$ cat src/rtl/cva6_lsu_mem_pkg.sv
// Shared types and constants for the LSU memory-side responder.
// Contents:
//   MAX_LATENCY  largest latency the 4-bit age counters can represent
//   AGE_W        width of a queue entry's age counter
//   mem_req_t    request as seen on the LSU request interface
//   resp_entry_t one queue slot: address plus age
//   age_inc()    saturating age increment
package cva6_lsu_mem_pkg;

  localparam int unsigned MAX_LATENCY = 15;
  localparam int unsigned AGE_W       = 4;
  localparam int unsigned PKG_ADDR_W  = 32;

  typedef struct packed {
    logic                  is_load;
    logic [PKG_ADDR_W-1:0] addr;
  } mem_req_t;

  typedef struct packed {
    logic [PKG_ADDR_W-1:0] addr;
    logic [AGE_W-1:0]      age;
  } resp_entry_t;

  function automatic logic [AGE_W-1:0] age_inc(input logic [AGE_W-1:0] age,
                                               input logic [AGE_W-1:0] lim);
    return (age >= lim) ? lim : age + 1'b1;
  endfunction

endpackage

$ cat src/rtl/lsu_resp_queue.sv
// In-order response queue for one request type (load or store).
// Each accepted address is stored with an age counter; the head entry is
// popped once LATENCY edges have passed since its acceptance, producing a
// registered one-cycle resp_o pulse carrying its address.
// Ports:
//   clk_i, rst_ni   clock, async active-low reset
//   push_i          request of this type is valid (ignored while full)
//   push_addr_i     address of the request
//   full_o          occupancy == DEPTH (no same-cycle pop credit)
//   resp_o          one-cycle response pulse
//   resp_addr_o     address of the responding entry, 0 when no pulse
//   count_o         current occupancy
module lsu_resp_queue
  import cva6_lsu_mem_pkg::*;
#(
  parameter int unsigned DEPTH   = 4,
  parameter int unsigned ADDR_W  = 32,
  parameter int unsigned LATENCY = 3,
  localparam int unsigned PTR_W  = $clog2(DEPTH),
  localparam int unsigned CNT_W  = PTR_W + 1
) (
  input  logic              clk_i,
  input  logic              rst_ni,
  input  logic              push_i,
  input  logic [ADDR_W-1:0] push_addr_i,
  output logic              full_o,
  output logic              resp_o,
  output logic [ADDR_W-1:0] resp_addr_o,
  output logic [CNT_W-1:0]  count_o
);

  localparam logic [AGE_W-1:0] AGE_LIM  = AGE_W'(LATENCY);
  localparam logic [CNT_W-1:0] CNT_FULL = CNT_W'(DEPTH);

  logic [ADDR_W-1:0] addr_q [DEPTH];
  logic [AGE_W-1:0]  age_q  [DEPTH];
  logic [PTR_W-1:0]  wr_ptr_q;
  logic [PTR_W-1:0]  rd_ptr_q;
  logic [CNT_W-1:0]  count_q;
  logic [AGE_W:0]    head_age_nx;
  logic              push;
  logic              pop;

  assign full_o  = (count_q == CNT_FULL);
  assign count_o = count_q;
  assign push    = push_i && !full_o;

  // The head pops on the edge at which its age would reach LATENCY, so the
  // pulse is registered exactly LATENCY edges after acceptance, or one edge
  // after the previous pop when entries are queued behind each other.
  assign head_age_nx = {1'b0, age_q[rd_ptr_q]} + 1'b1;
  assign pop         = (count_q != '0) && (head_age_nx >= {1'b0, AGE_LIM});

  always_ff @(posedge clk_i or negedge rst_ni) begin
    if (!rst_ni) begin
      wr_ptr_q    <= '0;
      rd_ptr_q    <= '0;
      count_q     <= '0;
      resp_o      <= 1'b0;
      resp_addr_o <= '0;
      for (int i = 0; i < DEPTH; i++) begin
        addr_q[i] <= '0;
        age_q[i]  <= '0;
      end
    end else begin
      // Every slot ages; a free slot's age is don't-care and is cleared on push.
      for (int i = 0; i < DEPTH; i++) begin
        age_q[i] <= age_inc(age_q[i], AGE_LIM);
      end
      if (push) begin
        addr_q[wr_ptr_q] <= push_addr_i;
        age_q[wr_ptr_q]  <= '0;
        wr_ptr_q         <= wr_ptr_q + 1'b1;
      end
      if (pop) begin
        rd_ptr_q <= rd_ptr_q + 1'b1;
      end
      case ({push, pop})
        2'b10:   count_q <= count_q + 1'b1;
        2'b01:   count_q <= count_q - 1'b1;
        default: count_q <= count_q;
      endcase
      resp_o      <= pop;
      resp_addr_o <= pop ? addr_q[rd_ptr_q] : '0;
    end
  end

endmodule

$ cat src/rtl/cva6_lsu_mem_responder.sv
// Memory-side responder for the CVA6 LSU request interface.
// Loads and stores are held in independent in-order queues and each returns
// a one-cycle response pulse LATENCY cycles after acceptance (later if the
// queue is backed up).
// Ports:
//   clk_i, rst_ni                         clock, async active-low reset
//   req_valid_i, req_is_load_i, req_addr_i request from the LSU
//   req_ready_o                           selected queue is not full
//   load_mem_resp_o, load_resp_addr_o     load response pulse and address
//   store_mem_resp_o, store_resp_addr_o   store response pulse and address
//   load_pending_o, store_pending_o       queue occupancies
module cva6_lsu_mem_responder
  import cva6_lsu_mem_pkg::*;
#(
  parameter int unsigned LATENCY = 3,
  parameter int unsigned DEPTH   = 4,
  parameter int unsigned ADDR_W  = 32,
  localparam int unsigned CNT_W  = $clog2(DEPTH) + 1
) (
  input  logic              clk_i,
  input  logic              rst_ni,
  input  logic              req_valid_i,
  input  logic              req_is_load_i,
  input  logic [ADDR_W-1:0] req_addr_i,
  output logic              req_ready_o,
  output logic              load_mem_resp_o,
  output logic [ADDR_W-1:0] load_resp_addr_o,
  output logic              store_mem_resp_o,
  output logic [ADDR_W-1:0] store_resp_addr_o,
  output logic [CNT_W-1:0]  load_pending_o,
  output logic [CNT_W-1:0]  store_pending_o
);

  logic load_full;
  logic store_full;

  lsu_resp_queue #(
    .DEPTH   (DEPTH),
    .ADDR_W  (ADDR_W),
    .LATENCY (LATENCY)
  ) u_load_q (
    .clk_i       (clk_i),
    .rst_ni      (rst_ni),
    .push_i      (req_valid_i && req_is_load_i),
    .push_addr_i (req_addr_i),
    .full_o      (load_full),
    .resp_o      (load_mem_resp_o),
    .resp_addr_o (load_resp_addr_o),
    .count_o     (load_pending_o)
  );

  lsu_resp_queue #(
    .DEPTH   (DEPTH),
    .ADDR_W  (ADDR_W),
    .LATENCY (LATENCY)
  ) u_store_q (
    .clk_i       (clk_i),
    .rst_ni      (rst_ni),
    .push_i      (req_valid_i && !req_is_load_i),
    .push_addr_i (req_addr_i),
    .full_o      (store_full),
    .resp_o      (store_mem_resp_o),
    .resp_addr_o (store_resp_addr_o),
    .count_o     (store_pending_o)
  );

  assign req_ready_o = req_is_load_i ? !load_full : !store_full;

`ifndef SYNTHESIS
  logic              chk_stall_q;
  logic [ADDR_W-1:0] chk_addr_q;

  always_ff @(posedge clk_i or negedge rst_ni) begin
    if (!rst_ni) begin
      chk_stall_q <= 1'b0;
      chk_addr_q  <= '0;
    end else begin
      chk_stall_q <= req_valid_i && !req_ready_o;
      chk_addr_q  <= req_addr_i;
      if (req_valid_i && $isunknown(req_is_load_i)) begin
        $error("protocol: req_is_load_i unknown while req_valid_i is high");
      end
      if (chk_stall_q && req_valid_i && (req_addr_i !== chk_addr_q)) begin
        $error("protocol: req_addr_i changed while request was stalled");
      end
    end
  end
`endif

endmodule

$ cat config.mk
export PLATFORM = sky130hd
export DESIGN_NAME = cva6_lsu_mem_responder
export DESIGN_NICKNAME = d
export VERILOG_FILES = /design/src/rtl/cva6_lsu_mem_pkg.sv /design/src/rtl/lsu_resp_queue.sv /design/src/rtl/cva6_lsu_mem_responder.sv
export SDC_FILE = /design/constraint.sdc
export NUM_CORES = 1
export LEC_CHECK = 0
export CAP_MARGIN = 20
export CORE_MARGIN = 3
export CORE_UTILIZATION = 53
export DETAILED_ROUTE_END_ITERATION = 16
export PLACE_DENSITY = 0.76
export SLEW_MARGIN = 20
export SYNTH_ARGS = -nofsm -noshare
export SYNTH_HDL_FRONTEND = slang
export SYNTH_SLANG_ARGS = --single-unit
export TNS_END_PERCENT = 30
$ cat constraint.sdc
create_clock -name clk_i -period 2.9 [get_ports clk_i]
set_input_delay 0.29 -clock clk_i [delete_from_list [all_inputs] [get_ports clk_i]]
set_output_delay 0.29 -clock clk_i [all_outputs]
set_load 0.01 [all_outputs]
==> flow_summary.toml <==
[run_status]
outcome = "completed"

[flow_run]
maxCapViolCount = 0

[cells_and_area]
utilization = 0.654
nNetsFinal = 1153
stdcell_count = 1501
nFillCells = 2020
syn2layout_area_growth_pct = 20.1
design_area_mm2 = 0.0184
drive_above_1_share = 0.404

[clock_tree]
cts-root-buf = "clkbuf_16"
clk_latency_ps = 520
htreeDepth = 2
clk_pin_slew_worst_paths_ps = 60
clockBufferDepth = 3
cts_tree = "yes"
numCtsBuffers = 39
cts_sinks = 368

[sta]
max_freq_ghz = 0.350
max_slew_margin = 0.655
setup_viol = 0
tns_ps = 0
finalHoldViolations = 0
tightest_slew_ps = 518
fin_crit_ps = 2850
slew_viol_final = 0
finClkSkew_ps = 15.3
setup_ws_ps = 46.4
holdWs_ps = 321
finalCritPeriodShare = 0.984
grt_setup_unrepaired = "true"

[floorplan]
core_mm2 = 0.0281
die_x_um = 176
ioPinCount = 109
die_h_um = 176
dieArea_mm2 = 0.0309
start_util = 0.544
rows = 61

[synth]
syn_inst = 933
synth.area.top_cells = "dfrtp_1 (60%), mux2_2 (19%), mux4_2 (11%), nor2b_1 (2.6%), ha_1 (1.8%)"
yosysSeqAreaShare = 0.602
synth_top_area_cell = "dfrtp_1"
ys_ff_latch = 368
yosysUniqueCellTypes = 31
synth_warnings = 0
netlist_area_mm2 = 0.0153
syn_area_per_cell_um2 = 16.4
synth_top_area_frac = 0.602

[setup_path]
crit_type = "reg2reg"
worstPathMaxFanout = 4
start_kind = "flip-flop"
arrival_ps = 3250
rr_startpoint = "u_store_q.rd_ptr_q[1]"
crit_required_ps = 3300
crit_end = "u_store_q.count_o[2]"
r2r_end = "u_store_q.count_o[2]"
end_kind = "flip-flop"
crit_start = "u_store_q.rd_ptr_q[1]"
r2r_slack_ps = 50
ff2ff_path_depth = 11

[pwr]
p_leak_nw = 7.88
ir_drop_uv = 651
power.total_mw = 21.9
power_density_mw_per_mm2 = 1190

[placed_design]
dpl_worst_slack_ps = 50.2
dpl.hpwl_mm = 18.8
dp_cells = 1423
gp_congestion = 0.812
place_area_mm2 = 0.0170
numPortBuffers = 108

[drt]
wl_mm = 30.2
avgViaCountPerCell = 5.51
via_count = 8278
drc = 0
postRouteAntennaNets = 0
firstDrtPassIters = 4
wire_per_inst_um = 20.1
drtIter0Drc = 410

[grt]
grt_max_degree = 90
grt_use_total = 0.201
grt_pass1_wl_mm = 48.9
top_usage_layer = "met2"
met2_usage = 0.345
overflow = 0
grt_pass1_vias = 9019
antenna_found_initial = 1
grt_use_met1 = 0.270
use_met3 = 0.0320

[hold_path]
holdCritPathClass = "in2async"
what timing repair did:
action | 4_1_cts | 5_1_grt
buffers inserted | 0 | 6
setup endpoints to repair | 0 | 3
hold buffers | 1 | 0
gates resized for setup | 0 | 6
hold endpoints to repair | 57 | 0
layout by cell type, fill, tap and decap left out, drive strengths merged, types with 2 or more instances in the layout:
master and count:
and2 2, clkbuf 59, ha 22, mux2 257
nor2 9, nand2 14, or3 2, xor2 3
nor2b 64, a21oi 11, xnor2 9, nor3 8
fa 2, o21ai 4, buf 45, o32ai 2
clkinv 8, a22oi 8, dfrtp 368, conb 16
inv 14, nor4 8, mux4 72, o31a 2
clkdlybuf4s50 107
logic make-up (layout without fill, tap and decap cells):
group	Yosys count	in the layout	synth area share
AO/OA/AOI/OAI	28	28	0.0145
XOR/XNOR	12	12	0.00688
adder cells (fa/ha/maj)	24	24	0.0206
buffers and inverters	62	236	0.0191
flip-flops	368	368	0.602
multiplexers	330	330	0.296
other	1	17	0.000245
AND/OR/NAND/NOR	108	108	0.0403
metal layers:
metal	wire, um	share of wire
met1	13000	0.43
met2	15400	0.51
met3	1070	0.035
met4	673	0.022
met5	0	0
final cells by class:
class	instances	area [um^2]	area share
Antenna cell	1	2.50	0.000136
Clock buffer	59	1140	0.0622
Clock inverter	11	101	0.00552
Inverter	13	48.8	0.00266
Multi-Input combinational cell	518	5900	0.321
Sequential cell	368	9210	0.502
Tap cell	378	473	0.0258
Timing Repair Buffer	153	1480	0.0804
cell usage after synthesis:
cell / instances
fa_1: 2
a21oi_1: 9
nor2b_1: 64
nor2_1: 9
clkbuf_1: 14
or3_4: 1
ha_1: 22
conb_1: 1
nor4_1: 8
and2_1: 2
o21ai_0: 4
mux2i_1: 1
mux4_2: 72
a21oi_2: 2
inv_1: 13
and3b_1: 1
o31a_1: 2
buf_6: 3
nor3_1: 8
mux2_2: 257
a22oi_1: 8
or3_1: 1
o32ai_4: 2
xnor2_1: 9
buf_2: 14
dfrtp_1: 368
nand2_1: 14
buf_1: 13
xor2_1: 3
a31oi_1: 1
buf_4: 5
worst min-delay path by stage:
stage	end	cells past startpoint	slack (ps)
after global placement	u_load_q.resp_addr_o[31]	1	280
after CTS	u_load_q.addr_q[2]	2	330
final	u_load_q.addr_q[2]	2	320
after floorplan	u_load_q.addr_q[0]	0	-6
after global routing	u_load_q.addr_q[2]	2	360
after detailed placement	u_load_q.addr_q[97]	1	280
registers in the layout, indices dropped and copies added, names as in the netlist:
signal,cells
u_load_q.addr_q,128
u_load_q.age_q,16
u_load_q.count_o,3
u_load_q.rd_ptr_q,2
u_load_q.resp_addr_o,32
u_load_q.resp_o,1
u_load_q.wr_ptr_q,2
u_store_q.addr_q,128
u_store_q.age_q,16
u_store_q.count_o,3
u_store_q.rd_ptr_q,2
u_store_q.resp_addr_o,32
u_store_q.resp_o,1
u_store_q.wr_ptr_q,2
worst max-delay path, stage by stage, from the launching register on:
cell,delay (ps)
dfrtp_2,400
mux4_2,560
ha_4,290
nor2_2,40
or3_4,380
o32ai_4,110
inv_2,90
ha_4,170
fa_2,330
xnor2_1,140
nor2_1,70
xor2_1,150
power by group:
group	switching [mW]	internal, mW	leakage, nW	total (mW)
Combinational	3.39	5.00	2.86	8.39
Sequential	1.14	7.60	4.40	8.75
Clock	1.93	2.82	0.611	4.75
(Power assumes the default switching activity.)
==> RTL change: new RTL, same settings <==
Set the package constant `AGE_W` to 6 (it was 4).
--- a/src/rtl/cva6_lsu_mem_pkg.sv
+++ b/src/rtl/cva6_lsu_mem_pkg.sv
@@ -8,7 +8,7 @@
 package cva6_lsu_mem_pkg;
 
   localparam int unsigned MAX_LATENCY = 15;
-  localparam int unsigned AGE_W       = 4;
+  localparam int unsigned AGE_W       = 6;
   localparam int unsigned PKG_ADDR_W  = 32;
 
   typedef struct packed {
Check against the original RTL: no difference found for any inputs over 4 cycles, from zero or initial values and one cycle with rst_ni low; that may be too few to reach the edited logic, so the function may still have changed.
==> RTL change against the unedited design <==
- worst setup slack got worse by 0.044 ns
- die area increased by 3.2%
- routed wire length increased by 3.9%
- combinational power decreased by 9.9%
- power decreased by 1.0%
- cell area increased by 4.2%
- critical path depth increased by 2
- synthesized area increased by 3.3%
- sequential cell count increased by 16
- clock power increased by 7.2%
- first-iteration DRC count decreased by 2.4%
- core utilization increased by 0.57 points
- non-clock buffer count decreased by 6
- sequential share of layout area increased by 0.10 points
- critical path type unchanged
- critical endpoint is now u_load_q.count_o[2]
==> RTL change: results <==
group,metric,value,unit
worst_setup_path,arrival,3.29,ns
layout,final_nets,1207,
worst_setup_path,crit_fanout,5,
drt,first_iter_violations,400,
layout,drive_above_1_share,0.176,
global_routing,antenna_found_initial,0,
layout,antennaDiodeCount,0,
layout,fillers,2055,
worst_setup_path,crit_start,"u_load_q.rd_ptr_q[0]",
sta,fin_hold_ws,0.374,ns
worst_setup_path,worst-r2r-cell-count,13,
synthesis,synth-compound-area-share,0.0172,
synthesis,synth_top_cells_by_count,"384 x dfrtp_1, 256 x mux2_1, 70 x mux4_2",
placed_design,dpl.hpwl,19.5,mm
global_routing,grt_start_max_net_pins,89,
placed_design,gp_congestion,0.809,
sta,fin_skew,0.0109,ns
pwr,peakVddDrop,0.000548,V
pwr,power.switching,6.33,mW
synthesis,synth_fa_ha_area_frac,0.0200,
placed_design,place_area,0.0177,mm2
sta,relSlewSlack,0.513,
synthesis,yosysSeqAreaShare,0.609,
status,status,"finished, final reports clean",
drt,totalWireLength,31.4,mm
synthesis,yosysUniqueCellTypes,35,
global_routing,grt_pass1_vias,9462,
==> RTL change: area by class of cell <==
cell class                 count  area, um2  area share
multi-input combinational    554       6140       0.321
timing repair buffer         147       1470      0.0768
clock inverter                 9        128     0.00667
clock buffer                  60       1210      0.0631
inverter                      20       77.6     0.00406
sequential                   384       9620       0.503
tap                          384        480      0.0251
==> RTL change: power groups by stage <==
stage	combinational (mW)	sequential, mW	clock, mW
after global placement	7.37	8.96	0
after detailed placement	7.57	9.08	0
after floorplan	5.05	8.91	0
final	7.56	9.00	5.09
after CTS	7.65	9.02	5.21
after global routing	8.32	9.29	5.45
==> RTL change: cell families (layout without fill, tap and decap cells) <==
kind of cell	after synthesis	count (layout)
flip-flops	384	384
multiplexers	329	329
AND/OR/NAND/NOR	122	122
buffers and inverters	71	236
AO/OA/AOI/OAI	37	37
adder cells (fa/ha/maj)	24	24
XOR/XNOR	10	10
other	1	32
==> RTL change: layer usage <==
layer | part of all wire | track usage | wire length (um)
met5 | 0 | 0 | 0
met4 | 0.017 | 0.0468 | 542
met3 | 0.033 | 0.0262 | 1020
met2 | 0.49 | 0.345 | 15400
met1 | 0.46 | 0.303 | 14400
==> RTL change: metrics by stage <==
step	cells	worst slack (ns)
after floorplan	1009	-0.100
after global placement	1485	0.0484
after detailed placement	1485	-0.00482
after CTS	1556	-0.00437
after global routing	1558	-0.141
final	1558	0.00256
==> RTL change: what timing repair did <==
action | 4_1_cts | 5_1_grt
endpoints found under the setup margin | 3 | 4
pin swaps | 1 | 10
setup buffers | 1 | 2
gates resized for setup | 0 | 9
hold endpoints to repair | 78 | 0
hold buffers | 1 | 0
==> RTL change: worst max-delay path by stage <==
stage | slack, ns | depth (start not counted) | to
after floorplan | -0.10 | 15 | u_store_q.count_o[2]
after global placement | 0.05 | 13 | u_load_q.count_o[2]
after detailed placement | -0.005 | 13 | u_load_q.count_o[2]
after CTS | -0.004 | 13 | u_load_q.count_o[2]
after global routing | -0.14 | 13 | u_load_q.count_o[2]
final | 0.003 | 13 | u_load_q.count_o[2]
==> RTL change: worst max-delay path: stages, from the launching register on <==
cell and delay, ns:
dfrtp_4 0.44, mux4_2 0.57, ha_4 0.30, inv_2 0.04, a31oi_4 0.18, o41ai_4 0.12
o31ai_4 0.28, inv_2 0.09, ha_4 0.17, inv_2 0.05, fa_2 0.18, xor2_1 0.13
nor2_1 0.07, xor2_1 0.13
